===== src/rtl/cg_rate_scheduler.sv =====
// Per-CG scheduler for the CABAC rate estimator: classifies levels, tracks c1Idx/c2Idx,
// issues one context_bit_lookup per nonzero coefficient and accumulates the returned bits.
module cg_rate_scheduler #(
    parameter int unsigned CG_SIZE = 16,
    parameter int unsigned ACC_W   = 32
) (
    input  logic             clk,
    input  logic             rst_n,
    input  logic             coef_valid,
    output logic             coef_ready,
    input  logic [15:0]      coef_level,
    input  logic [15:0]      coef_gt1_cost,
    input  logic [15:0]      coef_abs_cost,
    input  logic             coef_last,
    output logic             lk_start,
    output logic [1:0]       lk_level_case,
    output logic [7:0]       lk_c1Idx,
    output logic [7:0]       lk_c2Idx,
    output logic [15:0]      lk_greater_one_cost,
    output logic [15:0]      lk_level_abs_cost,
    input  logic [31:0]      lk_context_bits,
    input  logic             lk_done,
    output logic [ACC_W-1:0] cg_bits,
    output logic             cg_valid,
    output logic             busy
);

    localparam int unsigned CNT_W  = $clog2(CG_SIZE + 1);
    localparam int unsigned IDX_W  = 8;
    localparam int unsigned COST_W = 16;
    localparam int unsigned C1_MAX = 8;
    localparam int unsigned C2_MAX = 2;

    typedef enum logic [1:0] {
        IDLE  = 2'd0,
        ISSUE = 2'd1,
        WAIT  = 2'd2,
        DONE  = 2'd3
    } state_t;

    state_t             state_q, state_d;
    logic [ACC_W-1:0]   acc_q, acc_d;
    logic [IDX_W-1:0]   c1_q, c1_d, c2_q, c2_d;
    logic [CNT_W-1:0]   cnt_q, cnt_d;
    logic               last_q, last_d;
    logic [1:0]         lvl_case;

    logic               ready_d, start_d, valid_d, busy_d;
    logic [1:0]         case_d;
    logic [IDX_W-1:0]   c1_out_d, c2_out_d;
    logic [COST_W-1:0]  gt1_d, abs_d;
    logic [ACC_W-1:0]   cg_bits_d;

    // Level classification: ZERO / ONE / TWO / BASEPLUS
    assign lvl_case = (coef_level >= 16'd3) ? 2'd3 : coef_level[1:0];

    // State, context counters and registered outputs
    always_ff @(posedge clk or negedge rst_n) begin
        if (!rst_n) begin
            state_q             <= IDLE;
            acc_q               <= '0;
            c1_q                <= '0;
            c2_q                <= '0;
            cnt_q               <= '0;
            last_q              <= 1'b0;
            coef_ready          <= 1'b0;
            lk_start            <= 1'b0;
            lk_level_case       <= '0;
            lk_c1Idx            <= '0;
            lk_c2Idx            <= '0;
            lk_greater_one_cost <= '0;
            lk_level_abs_cost   <= '0;
            cg_bits             <= '0;
            cg_valid            <= 1'b0;
            busy                <= 1'b0;
        end else begin
            state_q             <= state_d;
            acc_q               <= acc_d;
            c1_q                <= c1_d;
            c2_q                <= c2_d;
            cnt_q               <= cnt_d;
            last_q              <= last_d;
            coef_ready          <= ready_d;
            lk_start            <= start_d;
            lk_level_case       <= case_d;
            lk_c1Idx            <= c1_out_d;
            lk_c2Idx            <= c2_out_d;
            lk_greater_one_cost <= gt1_d;
            lk_level_abs_cost   <= abs_d;
            cg_bits             <= cg_bits_d;
            cg_valid            <= valid_d;
            busy                <= busy_d;
        end
    end

    // Next-state and next-output logic
    always_comb begin
        state_d   = state_q;
        acc_d     = acc_q;
        c1_d      = c1_q;
        c2_d      = c2_q;
        cnt_d     = cnt_q;
        last_d    = last_q;
        case_d    = lk_level_case;
        c1_out_d  = lk_c1Idx;
        c2_out_d  = lk_c2Idx;
        gt1_d     = lk_greater_one_cost;
        abs_d     = lk_level_abs_cost;

        unique case (state_q)
            IDLE: begin
                if (coef_valid && coef_ready) begin
                    cnt_d  = cnt_q + CNT_W'(1);
                    last_d = coef_last || (cnt_d == CNT_W'(CG_SIZE));
                    if (lvl_case == 2'd0) begin
                        if (last_d) state_d = DONE;
                    end else begin
                        case_d   = lvl_case;
                        c1_out_d = c1_q;
                        c2_out_d = c2_q;
                        gt1_d    = coef_gt1_cost;
                        abs_d    = coef_abs_cost;
                        state_d  = ISSUE;
                    end
                end
            end
            ISSUE: state_d = WAIT;
            WAIT: begin
                if (lk_done) begin
                    acc_d = acc_q + ACC_W'(lk_context_bits);
                    if (c1_q < IDX_W'(C1_MAX)) c1_d = c1_q + IDX_W'(1);
                    // c2Idx only advances while c1Idx has not yet saturated
                    if ((lk_level_case >= 2'd2) && (c1_q < IDX_W'(C1_MAX)) && (c2_q < IDX_W'(C2_MAX)))
                        c2_d = c2_q + IDX_W'(1);
                    state_d = last_q ? DONE : IDLE;
                end
            end
            DONE: begin
                acc_d   = '0;
                c1_d    = '0;
                c2_d    = '0;
                cnt_d   = '0;
                last_d  = 1'b0;
                state_d = IDLE;
            end
        endcase

        ready_d   = (state_d == IDLE);
        start_d   = (state_d == ISSUE);
        valid_d   = (state_d == DONE);
        busy_d    = (state_d != IDLE);
        cg_bits_d = (state_d == DONE) ? acc_d : '0;
    end

endmodule

===== config.mk =====
export PLATFORM = sky130hd
export DESIGN_NAME = cg_rate_scheduler
export DESIGN_NICKNAME = d
export VERILOG_FILES = /design/src/rtl/cg_rate_scheduler.sv
export SDC_FILE = /design/constraint.sdc
export NUM_CORES = 1
export LEC_CHECK = 0
export CORE_UTILIZATION = 30
export DETAILED_ROUTE_END_ITERATION = 16
export HOLD_SLACK_MARGIN = 0.1
export SYNTH_ARGS = -nofsm -noshare
export SYNTH_HDL_FRONTEND = slang
export SYNTH_SLANG_ARGS = --single-unit
export TNS_END_PERCENT = 50

===== constraint.sdc =====
create_clock -name clk -period 3.3 [get_ports clk]
set_clock_uncertainty 0.1 [all_clocks]
set_input_delay 0.33 -clock clk [delete_from_list [all_inputs] [get_ports clk]]
set_output_delay 0.33 -clock clk [all_outputs]
set_load 0.03 [all_outputs]

==> impl_results.html, run 1 <==
<table>
<tr><th>Metric</th><th>Value</th></tr>
<tr><th colspan="2">Run status</th></tr>
<tr><td>Status</td><td>finished, final reports clean</td></tr>
<tr><th colspan="2">Synth</th></tr>
<tr><td>Cell Area, Synth</td><td>between 0.007 and 0.008 mm^2</td></tr>
<tr><td>Synthesized net count</td><td>between 700 and 800</td></tr>
<tr><td>Most used flip-flop cell after synthesis</td><td>dfrtp_1</td></tr>
<tr><td>Portion of the post-synthesis area used by sequential elements</td><td>0.503</td></tr>
<tr><td>Post-synth EDFFs</td><td>0</td></tr>
<tr><td>Yosys top cell area share</td><td>0.503</td></tr>
<tr><td>Warnings from Yosys</td><td>0</td></tr>
<tr><td>Cell types occupying the most area after synthesis</td><td>dfrtp_1 50%, mux2_2 7.7%, ha_1 6.0%, nand2_1 4.2%, a21oi_1 3.1%</td></tr>
<tr><td>Post-synth ARST share</td><td>1.00</td></tr>
<tr><td>Count of different cell masters after synthesis</td><td>59</td></tr>
<tr><td>Commonest cells in the synthesized netlist</td><td>142 x dfrtp_1, 79 x nand2_1, 48 x mux2_2</td></tr>
<tr><td>Most frequent cell after synthesis</td><td>dfrtp_1</td></tr>
<tr><td>Cell accounting for the most synthesized area</td><td>dfrtp_1</td></tr>
<tr><td>Gate Count Post-Synth</td><td>669</td></tr>
<tr><td>FF+latch count, synth</td><td>around 140</td></tr>
<tr><td>Average size of a mapped cell</td><td>10.6 um^2</td></tr>
<tr><th colspan="2">Pwr</th></tr>
<tr><td>Worst vdd ir</td><td>354 uV</td></tr>
<tr><td>Post-layout power</td><td>8460 uW</td></tr>
<tr><td>Power per Cell Area</td><td>860 mW/mm^2</td></tr>
<tr><td>Static leakage power</td><td>0.00438 uW</td></tr>
<tr><th colspan="2">Global routing</th></tr>
<tr><td>Global-route wire length before repair</td><td>30.8 mm</td></tr>
<tr><td>Met3 capacity usage during global routing</td><td>0.0368</td></tr>
<tr><td>Antenna violations before repair</td><td>1</td></tr>
<tr><td>Met2 track utilization from global routing</td><td>0.252</td></tr>
<tr><td>Vias in the first global route</td><td>5728</td></tr>
<tr><td>Most Used Layer, Global Route</td><td>met2</td></tr>
<tr><td>Overflow left after global routing</td><td>0</td></tr>
<tr><td>Pin count of the biggest net entering global routing</td><td>72</td></tr>
<tr><td>Total routing resource utilization after global routing</td><td>0.165</td></tr>
<tr><td>Met1 capacity usage during global routing</td><td>0.228</td></tr>
<tr><th colspan="2">Critical path</th></tr>
<tr><td>Crit Path Category</td><td>in2reg</td></tr>
<tr><td>Largest driver fanout on the critical path</td><td>5</td></tr>
<tr><td>Endpoint required time on the critical path</td><td>3.55 ns</td></tr>
<tr><td>Worst reg2reg path startpoint</td><td>acc_q[0]$_DFF_PN0_</td></tr>
<tr><td>Worst reg2reg path endpoint</td><td>cg_bits[22]$_DFF_PN0_</td></tr>
<tr><td>Worst reg2reg path depth</td><td>11</td></tr>
<tr><td>Data arrival time of the critical path</td><td>3.27 ns</td></tr>
<tr><td>Worst reg-to-reg setup slack</td><td>0.28 ns</td></tr>
<tr><td>Startpoint types</td><td>primary input</td></tr>
<tr><td>Capturing element type of the critical path</td><td>register</td></tr>
<tr><th colspan="2">Die</th></tr>
<tr><td>Die Span Y</td><td>roughly 160 um</td></tr>
<tr><td>Number of cell rows</td><td>55</td></tr>
<tr><td>Area of the core region</td><td>0.0228 mm^2</td></tr>
<tr><td>Starting Density</td><td>0.309</td></tr>
<tr><td>Total I/O pin count</td><td>171</td></tr>
<tr><td>Die Footprint</td><td>0.0242 mm^2</td></tr>
<tr><td>Die width</td><td>155 um</td></tr>
<tr><th colspan="2">Min path</th></tr>
<tr><td>Type of the most critical hold path</td><td>in2async</td></tr>
<tr><th colspan="2">Layout</th></tr>
<tr><td>Total non-filler cell area in the finished layout</td><td>0.00984 mm^2</td></tr>
<tr><td>Share of cells above drive strength 1</td><td>0.125</td></tr>
<tr><td>Number of nets in the finished design</td><td>slightly below 1k</td></tr>
<tr><td>Area delta synth-&gt;final</td><td>39.3%</td></tr>
<tr><td>Layout filler cell count</td><td>2239</td></tr>
<tr><td>Number of diodes added for antenna fixing</td><td>0</td></tr>
<tr><th colspan="2">STA</th></tr>
<tr><td>Maximum clock frequency</td><td>0.331 GHz</td></tr>
<tr><td>Final worst path period need</td><td>3.03 ns</td></tr>
<tr><td>Tightest Pin Transition</td><td>between 0.7 and 0.8 ns</td></tr>
<tr><td>Worst max-slew margin expressed relative to the limit</td><td>0.482</td></tr>
<tr><td>Worst hold margin</td><td>between 0.2 and 0.3 ns</td></tr>
<tr><td>Unrepaired setup endpoints after global routing</td><td>no</td></tr>
<tr><td>Final-report setup violation count</td><td>0</td></tr>
<tr><td>Final slew viol count</td><td>0</td></tr>
<tr><td>Final hold viol count</td><td>0</td></tr>
<tr><td>Share of the clock period used by the worst path</td><td>0.917</td></tr>
<tr><th colspan="2">Clock tree</th></tr>
<tr><td>Number of buffers between clock root and the deepest sink</td><td>2</td></tr>
<tr><td>CTS root buf</td><td>clkbuf_16</td></tr>
<tr><td>CTS HTree Levels</td><td>4</td></tr>
<tr><td>Post-CTS setup-driven buffer insertion count</td><td>0</td></tr>
<tr><td>Clock insertion delay at the later pin of the skew report</td><td>0.43 ns</td></tr>
<tr><td>CTS tree</td><td>built</td></tr>
<tr><td>Clk pin slew, worst setup/hold paths</td><td>0.07 ns</td></tr>
<tr><td>Clock tree sinks</td><td>between 100 and 150</td></tr>
<tr><td>TritonCTS buffer count</td><td>17</td></tr>
<tr><th colspan="2">Route</th></tr>
<tr><td>Remaining number of nets flagged by the antenna check after routing</td><td>0</td></tr>
<tr><td>Detailed-route wire length</td><td>19.0 mm</td></tr>
<tr><td>Vias</td><td>5770</td></tr>
<tr><td>Router iterations before antenna repair</td><td>4</td></tr>
<tr><td>DRC violations left</td><td>0</td></tr>
<tr><td>Post-DR wirelength/cell</td><td>16.1 um</td></tr>
<tr><td>Avg Vias per Cell</td><td>4.90</td></tr>
<tr><td>Number of design-rule violations left by the first detailed-router iteration</td><td>248</td></tr>
<tr><th colspan="2">Place</th></tr>
<tr><td>Placer congestion estimate</td><td>0.857</td></tr>
<tr><td>Buffers on Ports</td><td>170</td></tr>
<tr><td>Placed Area</td><td>0.00922 mm^2</td></tr>
<tr><td>DPL Wire Length</td><td>~14 mm</td></tr>
<tr><th colspan="2">Flow run</th></tr>
<tr><td>Max Cap Violations</td><td>0</td></tr>
</table>
-- worst max path at each step --
stage	start	to	slack [ns]	depth (start not counted)
finish	lk_context_bits[0]	cg_bits[22]$_DFF_PN0_	0.27	12
global route	acc_q[0]$_DFF_PN0_	cg_bits[28]$_DFF_PN0_	0.12	10
CTS	acc_q[0]$_DFF_PN0_	cg_bits[22]$_DFF_PN0_	0.27	11
detailed placement	lk_context_bits[0]	cg_bits[22]$_DFF_PN0_	-0.12	12
global placement	lk_context_bits[0]	cg_bits[24]$_DFF_PN0_	-0.09	11
floorplan	acc_q[0]$_DFF_PN0_	cg_bits[24]$_DFF_PN0_	0.59	10
-- where the power goes --
part	leakage (uW)	total, uW	switching, uW	internal (uW)
Combinational	0.00223	3900	2220	1680
Sequential	0.00185	2570	309	2260
Clock	0.000297	2000	839	1160
-- cell families (layout without fill, tap and decap cells) --
| group | count (synthesis) | in the layout | synth area share |
|---|---|---|---|
| buffers and inverters | 35 | 231 | 0.0204 |
| AND/OR/NAND/NOR | 214 | 214 | 0.152 |
| XOR/XNOR | 21 | 21 | 0.0260 |
| flip-flops | 142 | 142 | 0.503 |
| multiplexers | 53 | 53 | 0.0836 |
| adder cells (fa/ha/maj) | 35 | 35 | 0.0631 |
| AO/OA/AOI/OAI | 169 | 169 | 0.152 |
-- area by class of cell --
class / instances / area (um^2) / share of cell area
clock buffers: 18 / 439 / 0.0446
clock inverters: 14 / 169 / 0.0172
inverters: 11 / 41.3 / 0.00420
multi-input cells: 492 / 3380 / 0.343
flip-flops and latches: 142 / 3550 / 0.361
well taps: 313 / 392 / 0.0398
repair buffers: 188 / 1870 / 0.190
-- stage by stage --
stage          setup TNS [ns]  setup WS [ns]  utilization  cells
2_1_floorplan               0          0.587            -    669
3_3_place_gp           -0.199        -0.0889        0.404   1145
3_5_place_dp           -0.277         -0.121        0.404   1145
4_1_cts                     0          0.272        0.431   1178
5_1_grt                     0          0.118        0.431   1178
6_report                    0          0.275        0.431   1178
-- metal layers --
layer	vias up	wire length, um
met1	2795	9040
met5	-	8
li1	2807	-
met3	28	832
met2	138	8820
met4	2	306
-- repair_timing --
item | 4_1_cts | 5_1_grt
hold buffers | 1 | 0
gates resized for setup | 0 | 0
endpoints found under the hold margin | 41 | 0
-- layout by cell type (no fill, tap or decap), drive strengths merged, types with 18 or more instances in the layout --
cell type      count
dfrtp            142
mux2              48
a21oi             44
ha                34
inv               20
and2              29
o21ai             44
clkdlybuf4s50    169
buf               18
nand2             79
clkbuf            18
nor2              30
nand3             20
-- critical path, stage by stage --
cell,delay (ns)
clkdlybuf4s50_1,0.46
ha_1,0.17
inv_1,0.06
fa_1,0.38
and2b_1,0.24
o2111ai_1,0.14
a211o_1,0.40
a2111oi_0,0.51
buf_4,0.19
nor3_1,0.03
nand3b_1,0.17
a21oi_1,0.16
-- flip-flops by register name (all words and copies together), names as in the netlist --
signal               flops
lk_c1Idx                 8
last_q                   1
cg_valid                 1
c2_q                     8
lk_greater_one_cost     16
coef_ready               1
lk_c2Idx                 8
cg_bits                 32
c1_q                     8
lk_level_abs_cost       16
acc_q                   32
lk_start                 1
cnt_q                    5
busy                     1
state_q                  2
lk_level_case            2
Note: power is estimated with default switching activity, not from simulation.
==> run 2: changes to the inputs <==
Settings changed: SETUP_SLACK_MARGIN set to 0.05.
==> results of run 2 <==
The final DEF is identical to that of run 1; final timing and power are the same.
==> run 3: changes to the inputs <==
Settings changed: PLACE_DENSITY set to 0.63.
==> impl_results.html, run 3 (synthesized netlist as in run 1, its figures left out) <==
<table>
<tr><th>Metric</th><th>Value</th></tr>
<tr><th colspan="2">Route</th></tr>
<tr><td>Post-DR wirelength/cell</td><td>15.6 um</td></tr>
<tr><td>Number of design-rule violations left by the first detailed-router iteration</td><td>between 200 and 300</td></tr>
<tr><td>Vias</td><td>roughly 5.7k</td></tr>
<tr><td>Avg Vias per Cell</td><td>slightly below 5</td></tr>
<tr><td>DRC violations left</td><td>0</td></tr>
<tr><td>Router iterations before antenna repair</td><td>4</td></tr>
<tr><td>Detailed-route wire length</td><td>18.4 mm</td></tr>
<tr><td>Remaining number of nets flagged by the antenna check after routing</td><td>0</td></tr>
<tr><th colspan="2">Layout</th></tr>
<tr><td>Area delta synth-&gt;final</td><td>38.7%</td></tr>
<tr><td>Share of cells above drive strength 1</td><td>0.120</td></tr>
<tr><td>Final Core Density</td><td>0.429</td></tr>
<tr><td>Most common cell after layout, fill and taps aside</td><td>clkdlybuf4s50_1</td></tr>
<tr><td>Number of nets in the finished design</td><td>968</td></tr>
<tr><td>Largest registers ranked by flip-flop count</td><td>acc_q (32), cg_bits (32)</td></tr>
<tr><td>Top library cells by usage in the layout, fill and taps aside</td><td>169 x clkdlybuf4s50_1, 142 x dfrtp_1, 79 x nand2_1</td></tr>
<tr><td>Total non-filler cell area in the finished layout</td><td>0.00980 mm^2</td></tr>
<tr><td>Layout filler cell count</td><td>roughly 2.2k</td></tr>
<tr><td>Number of diodes added for antenna fixing</td><td>0</td></tr>
<tr><td>Cell Count, Final, Fillers Out</td><td>1174</td></tr>
<tr><th colspan="2">Clock tree</th></tr>
<tr><td>CTS HTree Levels</td><td>4</td></tr>
<tr><td>CTS tree</td><td>built</td></tr>
<tr><td>Clock tree sinks</td><td>142</td></tr>
<tr><td>Count of hold buffers inserted by post-cts repair</td><td>1</td></tr>
<tr><td>Clk pin slew, worst setup/hold paths</td><td>roughly 0.060 ns</td></tr>
<tr><td>TritonCTS buffer count</td><td>17</td></tr>
<tr><td>Number of buffers between clock root and the deepest sink</td><td>2</td></tr>
<tr><td>Clock insertion delay at the later pin of the skew report</td><td>0.42 ns</td></tr>
<tr><td>Number of resized instances in the post-cts repair step</td><td>0</td></tr>
<tr><td>Post-CTS setup-driven buffer insertion count</td><td>0</td></tr>
<tr><td>CTS root buf</td><td>clkbuf_16</td></tr>
<tr><th colspan="2">Die</th></tr>
<tr><td>Die Footprint</td><td>0.0242 mm^2</td></tr>
<tr><td>Area of the core region</td><td>0.0228 mm^2</td></tr>
<tr><td>Number of cell rows</td><td>55</td></tr>
<tr><td>Die width</td><td>155 um</td></tr>
<tr><td>Total I/O pin count</td><td>between 150 and 200</td></tr>
<tr><td>Die Span Y</td><td>155 um</td></tr>
<tr><td>Starting Density</td><td>0.309</td></tr>
<tr><th colspan="2">Pwr</th></tr>
<tr><td>Static leakage power</td><td>0.00435 uW</td></tr>
<tr><td>Seq pwr share</td><td>0.306</td></tr>
<tr><td>Power Internal</td><td>approximately 5100 uW</td></tr>
<tr><td>Psw</td><td>3320 uW</td></tr>
<tr><td>Clock network fraction of total power</td><td>0.235</td></tr>
<tr><td>Power per Cell Area</td><td>856 mW/mm^2</td></tr>
<tr><td>Post-layout power</td><td>~8400 uW</td></tr>
<tr><td>Relative contribution of combinational cells to total power</td><td>0.459</td></tr>
<tr><td>Switching fraction of total power</td><td>0.396</td></tr>
<tr><td>Worst vdd ir</td><td>414 uV</td></tr>
<tr><th colspan="2">STA</th></tr>
<tr><td>Worst max-slew margin expressed relative to the limit</td><td>0.543</td></tr>
<tr><td>Final hold viol count</td><td>0</td></tr>
<tr><td>Tightest Pin Transition</td><td>0.686 ns</td></tr>
<tr><td>Maximum clock frequency</td><td>0.331 GHz</td></tr>
<tr><td>Worst hold margin</td><td>~0.38 ns</td></tr>
<tr><td>Final worst path period need</td><td>3.02 ns</td></tr>
<tr><td>Share of the clock period used by the worst path</td><td>0.915</td></tr>
<tr><td>Unrepaired setup endpoints after global routing</td><td>no</td></tr>
<tr><td>Final-report setup violation count</td><td>0</td></tr>
<tr><td>Final slew viol count</td><td>0</td></tr>
<tr><th colspan="2">Critical path</th></tr>
<tr><td>Largest driver fanout on the critical path</td><td>5</td></tr>
<tr><td>Worst reg2reg path startpoint</td><td>acc_q[0]$_DFF_PN0_</td></tr>
<tr><td>Startpoint types</td><td>primary input</td></tr>
<tr><td>Cell type group with the largest total delay on the critical path</td><td>simple AND/OR/NAND/NOR gates</td></tr>
<tr><td>Critical path, cell by cell</td><td>clkdlybuf4s50_1, ha_1, inv_1, fa_1, and2b_1, o2111ai_1, a211o_1, and3_4, or3_1, and3b_4, o32ai_2</td></tr>
<tr><td>Capturing element type of the critical path</td><td>register</td></tr>
<tr><td>Worst path max stage delay</td><td>0.48 ns</td></tr>
<tr><td>Data arrival time of the critical path</td><td>3.25 ns</td></tr>
<tr><td>Endpoint required time on the critical path</td><td>around 3.5 ns</td></tr>
<tr><td>CP Launch Point</td><td>lk_context_bits[0]</td></tr>
<tr><td>Slowest cell on the critical path</td><td>clkdlybuf4s50_1</td></tr>
<tr><td>Crit Path Category</td><td>in2reg</td></tr>
<tr><td>Crit path buffers/inverters</td><td>2</td></tr>
<tr><th colspan="2">Place</th></tr>
<tr><td>Placer congestion estimate</td><td>0.894</td></tr>
<tr><td>DPL Wire Length</td><td>13.2 mm</td></tr>
<tr><td>Number of instances in the placed design</td><td>1141</td></tr>
<tr><td>Placed Area</td><td>between 0.009 and 0.01 mm^2</td></tr>
<tr><td>Buffers on Ports</td><td>170</td></tr>
<tr><th colspan="2">Global routing</th></tr>
<tr><td>Total routing resource utilization after global routing</td><td>0.160</td></tr>
<tr><td>Global-route wire length before repair</td><td>30.4 mm</td></tr>
<tr><td>Vias in the first global route</td><td>5780</td></tr>
<tr><td>Pin count of the biggest net entering global routing</td><td>75</td></tr>
<tr><td>Antenna violations before repair</td><td>0</td></tr>
<tr><td>Overflow left after global routing</td><td>0</td></tr>
<tr><th colspan="2">Flow run</th></tr>
<tr><td>Max Cap Violations</td><td>0</td></tr>
<tr><th colspan="2">Min path</th></tr>
<tr><td>Origin of the worst min-delay path</td><td>lk_level_case[0]$_DFFE_PN0P_</td></tr>
<tr><td>Type of the most critical hold path</td><td>reg2reg</td></tr>
<tr><th colspan="2">Run status</th></tr>
<tr><td>Status</td><td>finished, final reports clean</td></tr>
</table>
run 3: stage by stage:
stage,setup TNS [ns],setup slack (ns)
6_report,0,0.280
5_1_grt,0,0.183
4_1_cts,0,0.312
3_5_place_dp,-0.210,-0.0892
3_3_place_gp,-0.0730,-0.0645
2_1_floorplan,0,0.587
run 3: tightest hold or removal path, cell delays in order (launching register included):
cell and delay [ns]:
dfrtp_1 0.34, nand2_1 0.05, nand2_1 0.06
run 3: worst paths after layout:
path	slack (ns)	cells after the start	to
worst min-delay path	0.38	2	lk_level_case[0]$_DFFE_PN0P_
worst max-delay path	0.28	11	cg_bits[24]$_DFF_PN0_
worst max register to register	0.33	10	cg_bits[24]$_DFF_PN0_
min in group asynchronous	0.39	2	lk_greater_one_cost[13]$_DFFE_PN0P_
max in group asynchronous	1.95	3	state_q[0]$_DFF_PN0_
worst min register to register	0.38	2	lk_level_case[0]$_DFFE_PN0P_
run 3: layout make-up:
type	instances	area, um^2	area share
flip-flops and latches	142	3550	0.363
multi-input cells	492	3380	0.345
repair buffers	184	1840	0.187
clock buffers	18	429	0.0438
well taps	313	392	0.0400
clock inverters	14	170	0.0174
inverters	11	41.3	0.00421
run 3: power by group through the flow:
stage                     Combinational, uW  Sequential [uW]  Clock [uW]
after floorplan                        2010             3110           0
after global placement                 3820             2570           0
after detailed placement               3850             2590           0
after CTS                              3870             2570        2030
after global routing                   4220             2640        2110
final                                  3850             2560        1970
run 3: metal layers:
| metal | vias to the layer above | routed length [um] | track usage |
|---|---|---|---|
| li1 | 2792 | - | - |
| met1 | 2779 | 9050 | 0.229 |
| met2 | 135 | 8370 | 0.247 |
| met3 | 13 | 799 | 0.0354 |
| met4 | 0 | 148 | 0.0359 |
| met5 | - | 0 | 0 |
